File: config.mk
export PLATFORM = sky130hd
export DESIGN_NAME = mem_port_arbiter
export DESIGN_NICKNAME = d
export VERILOG_FILES = /design/src/rtl/mem_port_arbiter.sv
export SDC_FILE = /design/constraint.sdc
export NUM_CORES = 1
export LEC_CHECK = 0
export BUFFER_PORTS_ARGS = -buffer_cell sky130_fd_sc_hd__buf_2
export CORE_AREA = 10 10 244 246
export CTS_CLUSTER_DIAMETER = 60
export DETAILED_ROUTE_END_ITERATION = 12
export DIE_AREA = 0 0 254 256
export PLACE_DENSITY = 0.56
export SETUP_SLACK_MARGIN = 0.1
export SYNTH_ARGS = -nofsm -noshare
export SYNTH_HDL_FRONTEND = slang
export SYNTH_SLANG_ARGS = --single-unit
File: constraint.sdc
create_clock -name clk -period 12.5 [get_ports clk]
set_clock_uncertainty 0.15 [all_clocks]
set_input_delay 1.25 -clock clk [delete_from_list [all_inputs] [get_ports clk]]
set_output_delay 1.25 -clock clk [all_outputs]
set_load 0.01 [all_outputs]
File: src/rtl/mem_port_arbiter.sv
// mem_port_arbiter: shares one RAM bus between the instruction-fetch read port
// and the load/store port. A MEM-biased arbiter with a bounded MEM streak picks
// the owner, then a small FSM walks the RAM read or write/response handshake,
// with a per-state watchdog that aborts a stalled handshake.
module mem_port_arbiter #(
    parameter int unsigned RAM_AW     = 32,
    parameter int unsigned MEM_STREAK = 4,
    parameter int unsigned TIMEOUT    = 255
) (
    input  logic              clk,
    input  logic              rst,
    input  logic              if_req_i,
    input  logic [63:0]       if_addr_i,
    output logic [63:0]       if_rdata_o,
    output logic              if_done_o,
    input  logic              mem_req_i,
    input  logic              mem_we_i,
    input  logic [63:0]       mem_addr_i,
    input  logic [63:0]       mem_wdata_i,
    input  logic [63:0]       mem_wmask_i,
    output logic [63:0]       mem_rdata_o,
    output logic              mem_done_o,
    output logic              ram_ren_o,
    output logic [RAM_AW-1:0] ram_raddr_o,
    input  logic              ram_rready_i,
    input  logic [63:0]       ram_rdata_i,
    output logic              ram_wen_o,
    output logic [RAM_AW-1:0] ram_waddr_o,
    output logic [63:0]       ram_wdata_o,
    output logic [63:0]       ram_wmask_o,
    input  logic              ram_wready_i,
    input  logic              ram_bvalid_i,
    output logic              timeout_err_o
);

    typedef enum logic [2:0] {
        S_IDLE,
        S_IF_RD,
        S_MEM_RD,
        S_MEM_WR,
        S_MEM_WB
    } state_t;

    localparam logic [7:0] TMO_LAST   = 8'(TIMEOUT - 1);
    localparam logic [3:0] STREAK_MAX = 4'(MEM_STREAK);

    state_t     state;
    state_t     state_next;
    logic [7:0] tcnt;
    logic [3:0] streak;
    logic       done_any;
    logic       grant_mem;
    logic       grant_if;
    logic       progress;
    logic       abort;
    logic       if_finish;
    logic       mem_finish;
    logic       unused_addr_hi;

    // Upper address bits beyond the RAM address width are deliberately dropped.
    assign unused_addr_hi = ^{if_addr_i, mem_addr_i};

    // No grant in a done cycle, so a finishing requester can drop its request.
    assign done_any  = if_done_o | mem_done_o;
    assign grant_mem = (state == S_IDLE) && !done_any && mem_req_i &&
                       !(if_req_i && (streak == STREAK_MAX));
    assign grant_if  = (state == S_IDLE) && !done_any && if_req_i && !grant_mem;

    // A handshake step that moves the FSM forward this cycle.
    assign progress = ((state == S_IF_RD || state == S_MEM_RD) && ram_rready_i) ||
                      ((state == S_MEM_WR) && ram_wready_i) ||
                      ((state == S_MEM_WB) && ram_bvalid_i);
    assign abort    = (state != S_IDLE) && !progress && (tcnt == TMO_LAST);

    assign if_finish  = (state == S_IF_RD) && (ram_rready_i || abort);
    assign mem_finish = ((state == S_MEM_RD) && (ram_rready_i || abort)) ||
                        ((state == S_MEM_WR) && ((ram_wready_i && ram_bvalid_i) || abort)) ||
                        ((state == S_MEM_WB) && (ram_bvalid_i || abort));

    // State register.
    always_ff @(posedge clk or posedge rst) begin
        if (rst) state <= S_IDLE;
        else     state <= state_next;
    end

    // Next-state logic: arbitration in IDLE, handshake sequencing elsewhere.
    always_comb begin
        state_next = state;
        unique case (state)
            S_IDLE: begin
                if (grant_mem)     state_next = mem_we_i ? S_MEM_WR : S_MEM_RD;
                else if (grant_if) state_next = S_IF_RD;
            end
            S_IF_RD, S_MEM_RD: begin
                if (ram_rready_i || abort) state_next = S_IDLE;
            end
            S_MEM_WR: begin
                if (ram_wready_i)  state_next = ram_bvalid_i ? S_IDLE : S_MEM_WB;
                else if (abort)    state_next = S_IDLE;
            end
            S_MEM_WB: begin
                if (ram_bvalid_i || abort) state_next = S_IDLE;
            end
            default: state_next = S_IDLE;
        endcase
    end

    // RAM request lines follow the state directly; only one can be high.
    always_comb begin
        ram_ren_o = 1'b0;
        ram_wen_o = 1'b0;
        unique case (state)
            S_IF_RD, S_MEM_RD: ram_ren_o = 1'b1;
            S_MEM_WR:          ram_wen_o = 1'b1;
            default: ;
        endcase
    end

    // Watchdog: restarts on every state entry, counts cycles spent waiting.
    always_ff @(posedge clk or posedge rst) begin
        if (rst)                                          tcnt <= '0;
        else if (state == S_IDLE || state_next != state)  tcnt <= '0;
        else                                              tcnt <= tcnt + 8'd1;
    end

    // MEM streak: bounds how long IF can be starved by back-to-back MEM grants.
    always_ff @(posedge clk or posedge rst) begin
        if (rst)                                       streak <= '0;
        else if (!if_req_i || grant_if)                streak <= '0;
        else if (grant_mem && streak != STREAK_MAX)    streak <= streak + 4'd1;
    end

    // Payload capture at grant; RAM-side address/data hold while idle.
    always_ff @(posedge clk or posedge rst) begin
        if (rst) begin
            ram_raddr_o <= '0;
            ram_waddr_o <= '0;
            ram_wdata_o <= '0;
            ram_wmask_o <= '0;
        end else if (grant_mem) begin
            if (mem_we_i) begin
                ram_waddr_o <= mem_addr_i[RAM_AW-1:0];
                ram_wdata_o <= mem_wdata_i;
                ram_wmask_o <= mem_wmask_i;
            end else begin
                ram_raddr_o <= mem_addr_i[RAM_AW-1:0];
            end
        end else if (grant_if) begin
            ram_raddr_o <= if_addr_i[RAM_AW-1:0];
        end
    end

    // Completion: read data capture (zero on abort), done pulses, sticky error.
    always_ff @(posedge clk or posedge rst) begin
        if (rst) begin
            if_rdata_o    <= '0;
            mem_rdata_o   <= '0;
            if_done_o     <= 1'b0;
            mem_done_o    <= 1'b0;
            timeout_err_o <= 1'b0;
        end else begin
            if_done_o  <= if_finish;
            mem_done_o <= mem_finish;
            if (if_finish)
                if_rdata_o <= ram_rready_i ? ram_rdata_i : '0;
            if ((state == S_MEM_RD) && (ram_rready_i || abort))
                mem_rdata_o <= ram_rready_i ? ram_rdata_i : '0;
            if (abort)
                timeout_err_o <= 1'b1;
        end
    end

endmodule

Word-level counts from Yosys, hierarchy flattened:

Cells that the tools add are included.

* register bits: 338
* output and inout port bits: 325
* input bits: 328
* logic and storage cells: 81

* reductions and logical operators: 39
* mux-type cells: 18
* $add $sub $neg: 2
* bitwise operators: 1
* equality and inequality tests: 9

Operators by type and width (count)
* $mux 32: 3
* $mux 64: 1
* $mux 3: 7
* $logic_and 1x1->1: 17
* $pmux 3 s4: 1
* $logic_or 1x1->1: 10
* $add 8x1->8 const B: 1
* $eq 8x8->1 const B: 1
* $mux 4: 2
* $mux 8: 1
* $eq 3x2->1 const B: 2
* $logic_not 1->1: 5
* $add 4x1->4 const B: 1
* $eq 4x3->1 const B: 1
* $ne 4x3->1 const B: 1
* $reduce_and 2->1: 2
* $reduce_bool 2->1: 2
* $eq 3x1->1 const B: 1
* $eq 3x3->1 const B: 1
* $logic_not 3->1: 1
* $mux 1: 3
* $ne 3x3->1: 1
* $reduce_bool 3->1: 1
* $ne 2x2->1 const B: 1
* 2 further kinds: 2

Depth between registers and ports, before layout:

Gate-level depths: netlist (run 1).

* word-level depth: 14
* mapped depth: 9
* depth with buffers taken out: 7

Least setup slack after synthesis (run 1):

OpenSTA, ideal clock, no wires.

* path type: input to register
* start point: input port ram_bvalid_i
* end point: register mem_rdata_o[10]
* buffers on the path: 2
* slack: 9641 ps
* cell stages on the path: 7
* data arrival time: 2588 ps
* setup time: 121 ps
* required time: 12229 ps
* cell sequence: nor3b_1 nor4_1 a21boi_1 o211ai_1 clkbuf_1 clkbuf_1 a22o_1

* cells in the longest elaborated chain, start to end: 7

RTL lines
* start, declared: line 32 `input logic ram_bvalid_i,`
* $logic_and 1x1->1: line 72 `((state == S_MEM_WB) && ram_bvalid_i);`
* $logic_or 1x1->1: line 71 `((state == S_MEM_WR) && ram_wready_i) ||`
* $logic_not 1->1: line 73 `assign abort = (state != S_IDLE) && !progress && (tcnt == TMO_LAST);`
* $logic_and 1x1->1 (2 in a row): line 73
* $logic_or 1x1->1: line 166 `if ((state == S_MEM_RD) && (ram_rready_i || abort))`
* $logic_and 1x1->1: line 166
* end signal, assigned: line 167 `mem_rdata_o <= ram_rready_i ? ram_rdata_i : '0;`
* end, declared: line 21 `output logic [63:0] mem_rdata_o,`

No other way between the ends.
A chain may end at the register's enable or synchronous reset.

Final worst setup path (run 1):

* start point: register state[1]
* end point: output port ram_wen_o

* cells in the longest elaborated chain, start to end: 2

RTL lines
* start, declared: line 47 `state_t state;`
* start signal, assigned: line 83 `else state <= state_next;`
* $eq 3x2->1: line 112 `unique case (state)`
* $mux 1: line 112
* end, declared: line 27 `output logic ram_wen_o,`

No other way between the ends.

==> run summary, run 1 <==
Worst Setup End Kind: output port
Fin crit period: 3.30 ns
Synthesis-to-finish area growth: 38.6%
Avg Cell Area, Syn: 14.6 sq um
Via count: 9641
Unrepaired setup endpoints after global routing: no
Share of layout cells above drive strength 1: 48.7%
DRC viols: 0
Yosys cell types: 50
CP Launch Type: register
Detail Route Antenna Nets: 0
Dpl cells: 2131
Max FO, Critical Path: 13
Status: completed
Sequential area share after synthesis: 65.3%
Mapped cell area: 13000 sq um
Global-route wire length before repair: 65100 um
Worst slew margin: 26.2%
Gr usage total: 12.7%
Power Internal: 3.11 mW
PD cells: 266 nW/um^2
Total CTS buffers: 41
Top Ports: 653
NumNets Final: 1802
Htree depth: 2
Vias in the first global route: 10600
Vias per cell: 4.37
Critical path class: reg2out
Fraction of the cycle the final worst path needs: 26.4%
FFs w/ async S/R, synth: 100%
Gpl congestion: 0.882
WL/cell: 19.6 um
FF+latch count, synth: 338
Initial antenna violation count: 12
Power share of the sequential group: 39.5%
GRT overflow: 0
Top_reg_cell synth: dfrtp_1
Root Buffer: clkbuf_16
Port bufs: 588
VDD IR-drop max: 0.122 mV
Die Width: 254 um
Core area: 54700 sq um
Worst-Margin Slew: 1.11 ns
Worst-path clk slew: 0.06 ns
Combinational family with the most area after synthesis: multiplexers
Compound-cell area share of the yosys netlist: 11.3%
Max-cap violations: 0
CTS tree: done
Clock latency on the worst-skew pair: 0.55 ns
Post-Synth XOR/XNOR Area: 0.473%
Clock share of power: 24.1%
Yosys warns: 0
Syn Nets: 1218
Post-cts sizing count: 0
Clock sink count: 338
Synthesized instance count: 886
Setup violations, final: 0
Post-Route WL: 43300 um
Initial Util: 23.7%
Critical path required time: 11.10 ns
Non-Filler Instances: 2208
Switching part of the total: 35.0%
Largest net degree at the start of global routing: 157
Gate power share: 36.3%
Die area: 65000 sq um
Arrival @ worst endpoint: 1.90 ns
Setup Fix Bufs, Post-CTS: 0
Hpwl dp: 32100 um
Hold buffers post-CTS: 0
Hold Vio Cnt, Final: 0
Setup total negative slack: 0 ns
Simple-gate share of the synthesized area: 3.51%
Hold crit path type: reg2reg
Fmax: 303 MHz
DRT Pass-1 Iters: 8
Slew Viols, Final: 0
Cell leakage power: 9.12 nW
Post-synth EDFFs: 0
CTS max path bufs: 3
Synth Area in Adders: 0.386%
Row Count: 86
Switch Pwr: 1.67 mW
DIE HEIGHT: 256 um
Proportion of synthesized area in mux cells: 16.5%
Initial DRC count: 471
power groups by stage:
stage	registers, mW	logic [mW]	clock network (mW)
6_report	1.89	1.74	1.15
5_1_grt	1.96	1.90	1.24
4_1_cts	1.90	1.79	1.20
3_5_place_dp	1.90	1.79	0
3_3_place_gp	1.88	1.77	0
2_1_floorplan	2.12	0.709	0
synthesized netlist by cell type, types with 2 or more instances:
cell	count	area (sq um)
a21boi_0	2	15.0
a21oi_1	3	15.0
a22o_1	128	1120
a22oi_1	2	15.0
and2_1	5	31.3
and3_1	2	12.5
buf_1	9	33.8
buf_2	19	95.1
buf_4	5	37.5
buf_6	5	56.3
clkbuf_1	18	67.6
dfrtp_1	338	8460
ha_1	4	50.1
inv_1	11	41.3
mux2_1	100	1130
mux2_2	60	676
mux2i_1	34	340
nand2_1	43	161
nand2b_1	3	18.8
nand3_1	5	25.0
nand4_1	2	12.5
nand4_2	2	25.0
nand4b_1	2	17.5
nor2_1	12	45.0
nor2b_1	2	12.5
o21ai_0	37	185
o31ai_1	2	15.0
or3_1	4	25.0
xnor2_1	3	26.3
xor2_1	4	35.0
per-layer routing:
metal	GRT usage, %	vias to the layer above	part of all wire (%)
met4	3.94	4	2.0
met1	13.9	4775	37
li1	-	4393	-
met2	22.1	406	50
met3	5.31	63	10
met5	0	-	0.062
flip-flops by register name, summed over array words and instances (netlist names), 3 cells and up:
register / flops
if_rdata_o: 64
mem_rdata_o: 64
ram_wdata_o: 64
ram_wmask_o: 64
ram_raddr_o: 32
ram_waddr_o: 32
tcnt: 8
streak: 4
state: 3
worst paths after layout:
kind	from	to	slack [ns]	depth (start not counted)
worst max-delay path	state[1]	ram_wen_o	9.20	4
worst min-delay path	timeout_err_o	timeout_err_o	0.31	1
worst max register to register	state[1]	ram_wdata_o[3]	9.33	5
worst min register to register	timeout_err_o	timeout_err_o	0.31	1
max in group asynchronous	rst	ram_wdata_o[5]	9.85	3
min in group asynchronous	rst	ram_wmask_o[16]	0.78	2
logic make-up (layout without fill, tap and decap cells):
| group | count (synthesis) | after routing |
|---|---|---|
| compound gates | 186 | 186 |
| simple gates | 90 | 90 |
| fa+ha+maj | 4 | 4 |
| mux | 194 | 194 |
| other cells | 0 | 8 |
| flops | 338 | 338 |
| xor+xnor | 7 | 7 |
| buf+inv | 67 | 677 |
critical path, stage by stage (launching register included):
cell and delay [ns]:
dfrtp_1 0.59, nor2b_1 0.34, nand2_1 0.12, inv_1 0.14, buf_2 0.16
per-stage QoR:
step / setup WS [ns] / util [%] / cell area [sq um] / hold slack [ns] / total power, mW
after floorplan: 1.73 / - / 13000 / 0.342 / 2.82
after global placement: 9.07 / 30.4 / 16600 / 0.303 / 3.64
after detailed placement: 9.00 / 30.4 / 16600 / 0.298 / 3.69
after CTS: 9.16 / 32.8 / 17900 / 0.318 / 4.88
after global routing: 9.07 / 32.8 / 18000 / 0.335 / 5.10
final: 9.20 / 32.8 / 18000 / 0.311 / 4.78
layout by cell type (no fill, tap or decap), drive strengths merged, types with 2 or more instances in the layout:
cell type	netlist	layout
xnor2	3	3
clkinv	0	5
and3	2	2
diode	0	8
nand4	4	4
a21oi	3	3
nand4b	2	2
a21boi	3	3
a22oi	2	2
nand2	43	43
mux2i	34	34
buf	38	597
dfrtp	338	338
nand2b	3	3
clkbuf	18	58
o31ai	2	2
or3	4	4
and2	5	5
mux2	160	160
nor2b	2	2
ha	4	4
nand3	5	5
a22o	128	128
inv	11	16
xor2	4	4
nor2	13	13
o21ai	38	38
area by class of cell:
class / count / area (sq um)
repair buffers: 597 / 3040
fillers: 5532 / 36700
diodes: 8 / 20.0
well taps: 704 / 881
multi-input cells: 481 / 4200
flip-flops and latches: 338 / 8460
clock buffers: 58 / 1200
clock inverters: 11 / 105
inverters: 11 / 48.8
No activity file was read; power rests on OpenSTA's default activity.
==> run 2: changes to the inputs <==
--- a/config.mk
+++ b/config.mk
@@ -6,11 +6,11 @@
 export NUM_CORES = 1
 export LEC_CHECK = 0
 export BUFFER_PORTS_ARGS = -buffer_cell sky130_fd_sc_hd__buf_2
-export CORE_AREA = 10 10 244 246
+export CORE_AREA = 10 10 243 245
 export CTS_CLUSTER_DIAMETER = 60
 export DETAILED_ROUTE_END_ITERATION = 12
-export DIE_AREA = 0 0 254 256
-export PLACE_DENSITY = 0.56
+export DIE_AREA = 0 0 253 255
+export PLACE_DENSITY = 0.58
 export SETUP_SLACK_MARGIN = 0.1
 export SYNTH_ARGS = -nofsm -noshare
 export SYNTH_HDL_FRONTEND = slang
==> constraint.sdc (replaced) <==
create_clock -name clk -period 2.6 [get_ports clk]
set_clock_uncertainty 0.15 [all_clocks]
set_input_delay 0.26 -clock clk [delete_from_list [all_inputs] [get_ports clk]]
set_output_delay 0.26 -clock clk [all_outputs]
set_load 0.01 [all_outputs]
==> run summary, run 2 (synthesized netlist as in run 1, its figures left out) <==
ANT cells: 0 (-8)
Hpwl dp: 33200 um (+3.1%)
Die Width: 253 um (-0.39%)
RR Endpoint: streak[2]
VDD IR-drop max: 0.621 mV (+410%)
Worst Setup End Kind: register
CP Launch Type: register
Gpl congestion: 0.902 (+2.3%)
Worst-Margin Slew: 0.671 ns (-0.435 ns)
DRT Pass-1 Iters: 4 (-4)
Fin crit period: 2.40 ns
Setup ws final: 0.197 ns (-9.00 ns)
Port bufs: 588 (unchanged)
Commonest non-fill, non-tap cell in the layout: buf_2
Detail Route Antenna Nets: 0 (unchanged)
Gr usage total: 13.8% (+1.1 points)
Fraction of the cycle the final worst path needs: 92.4%
Row Count: 86 (unchanged)
DIE HEIGHT: 255 um (-0.39%)
Arrival @ worst endpoint: 2.66 ns (+0.76 ns)
Max incr delay on CP: 0.58 ns (about the same)
Htree depth: 2 (unchanged)
Global-route wire length before repair: 70900 um (+8.9%)
Top Ports: 653 (unchanged)
Hold Vio Cnt, Final: 0 (unchanged)
Post-Route WL: 46700 um (+7.9%)
Critical path required time: 2.86 ns (-8.24 ns)
Slew Viols, Final: 0 (unchanged)
Fmax: 416 MHz
Critical path class: reg2reg
Crit path max-delay family: simple AND/OR/NAND/NOR gates
R2r startpoint: state[2]
Via count: 10800 (+12%)
Die area: 64500 sq um (-0.78%)
Share of layout cells above drive strength 1: 42.6% (-6.1 points)
Vias in the first global route: 12000 (+13%)
Clock sink count: 338 (unchanged)
Setup violations, final: 0 (unchanged)
Initial antenna violation count: 2 (-10)
WL/cell: 18.7 um (-4.5%)
Max-cap violations: 0 (unchanged)
Status: completed
Worst path cell trace: or4_4, nor2_4, buf_4, o21ai_0, nand2_1, a21boi_0, dlygate4sd3_1
Slowest cell on the critical path: or4_4
R2R setup slack: 0.20 ns (-9.13 ns)
NumNets Final: 2095 (+16%)
Initial DRC count: 380 (-19%)
Clock latency on the worst-skew pair: 0.53 ns (-0.02 ns)
Tot Pwr: 23.4 mW (+390%)
Max FO, Critical Path: 9 (-4)
CTS max path bufs: 3 (unchanged)
CTS tree: done
Worst slew margin: 55.1% (+29 points)
Cell leakage power: 10.4 nW (+14%)
GRT overflow: 0 (unchanged)
Crit path buf inv count: 2 (unchanged)
DRC viols: 0 (unchanged)
Initial Util: 23.8% (+0.094 points)
Vias per cell: 4.34 (-0.69%)
Unrepaired setup endpoints after global routing: no
Worst-path clk slew: 0.06 ns (about the same)
Most frequent cells in the layout: buf_2, dfrtp_1, dlygate4sd3_1
Hold crit path type: in2async
Root Buffer: clkbuf_16
PD cells: 1120 nW/um^2 (+320%)
Synthesis-to-finish area growth: 61.0%
Largest net degree at the start of global routing: 66 (-58%)
Total CTS buffers: 40 (-2.4%)
Core area: 54400 sq um (-0.39%)
Pre-CTS setup slack: 0.189 ns (-8.81 ns)
FF-to-FF path depth: 7 (+2)
## run 2: cell types whose count changed in the layout (fill, tap and decap cells not counted), sizes merged
cell,before,now
clkinvlp,0,2
dlygate4sd3,0,263
clkinv,5,8
buf,597,628
diode,8,0
inv,16,13
clkbuf,58,56
## run 2: stage by stage
stage                     instance area (sq um)  hold slack, ns  utilization, %  instances  setup TNS, ns
after floorplan                           13000           0.173               -        886        -787.06
after global placement                    17000           0.306            31.2       2161              0
after detailed placement                  17000           0.313            31.2       2161              0
after CTS                                 20800           0.102            38.3       2493              0
after global routing                      20900           0.124            38.3       2494              0
final                                     20900          0.0893            38.3       2494              0
## run 2: worst max path at each step
stage,start,end,slack [ns],cells after the start
after detailed placement,tcnt[0],mem_rdata_o[39],0.19,8
after global routing,state[2],streak[2],0.12,6
final,state[2],streak[2],0.20,7
after CTS,tcnt[0],state[2],0.16,9
after floorplan,rst,if_done_o,-2.33,1
after global placement,tcnt[0],mem_rdata_o[43],0.22,8
## run 2: final cells by class
cell class,instances,area [sq um]
fillers,5137,33600
flip-flops and latches,338,8460
repair buffers,891,6030
multi-input cells,481,4220
clock buffers,56,1120
well taps,704,881
clock inverters,13,110
inverters,11,45.0
## run 2: worst reg2reg max path, stage by stage (launching register included)
cell and delay [ns]:
dfrtp_2 0.46, or4_4 0.58, nor2_4 0.13, buf_4 0.17, o21ai_0 0.09, nand2_1 0.07, a21boi_0 0.07, dlygate4sd3_1 0.56
## run 2: routing by layer
layer	part of all wire, %	global-route usage (%)
met1	38	15.2
met4	3.4	5.21
met3	8.6	5.08
met5	0.058	0
met2	50	24.1
## run 2: timing repair
item / 4_1_cts / 5_1_grt
endpoints found under the hold margin: 328 / 0
buffers inserted: 0 / 1
hold buffers: 263 / 0
gates resized for setup: 0 / 6
endpoints found under the setup margin: 0 / 75
## run 2: power by group
| part | switching (mW) | internal [mW] | leakage, nW | total [mW] |
|---|---|---|---|---|
| logic | 4.75 | 4.32 | 5.61 | 9.07 |
| clock network | 2.13 | 3.12 | 0.608 | 5.25 |
| registers | 1.35 | 7.74 | 4.15 | 9.09 |
| total | 8.23 | 15.2 | 10.4 | 23.4 |
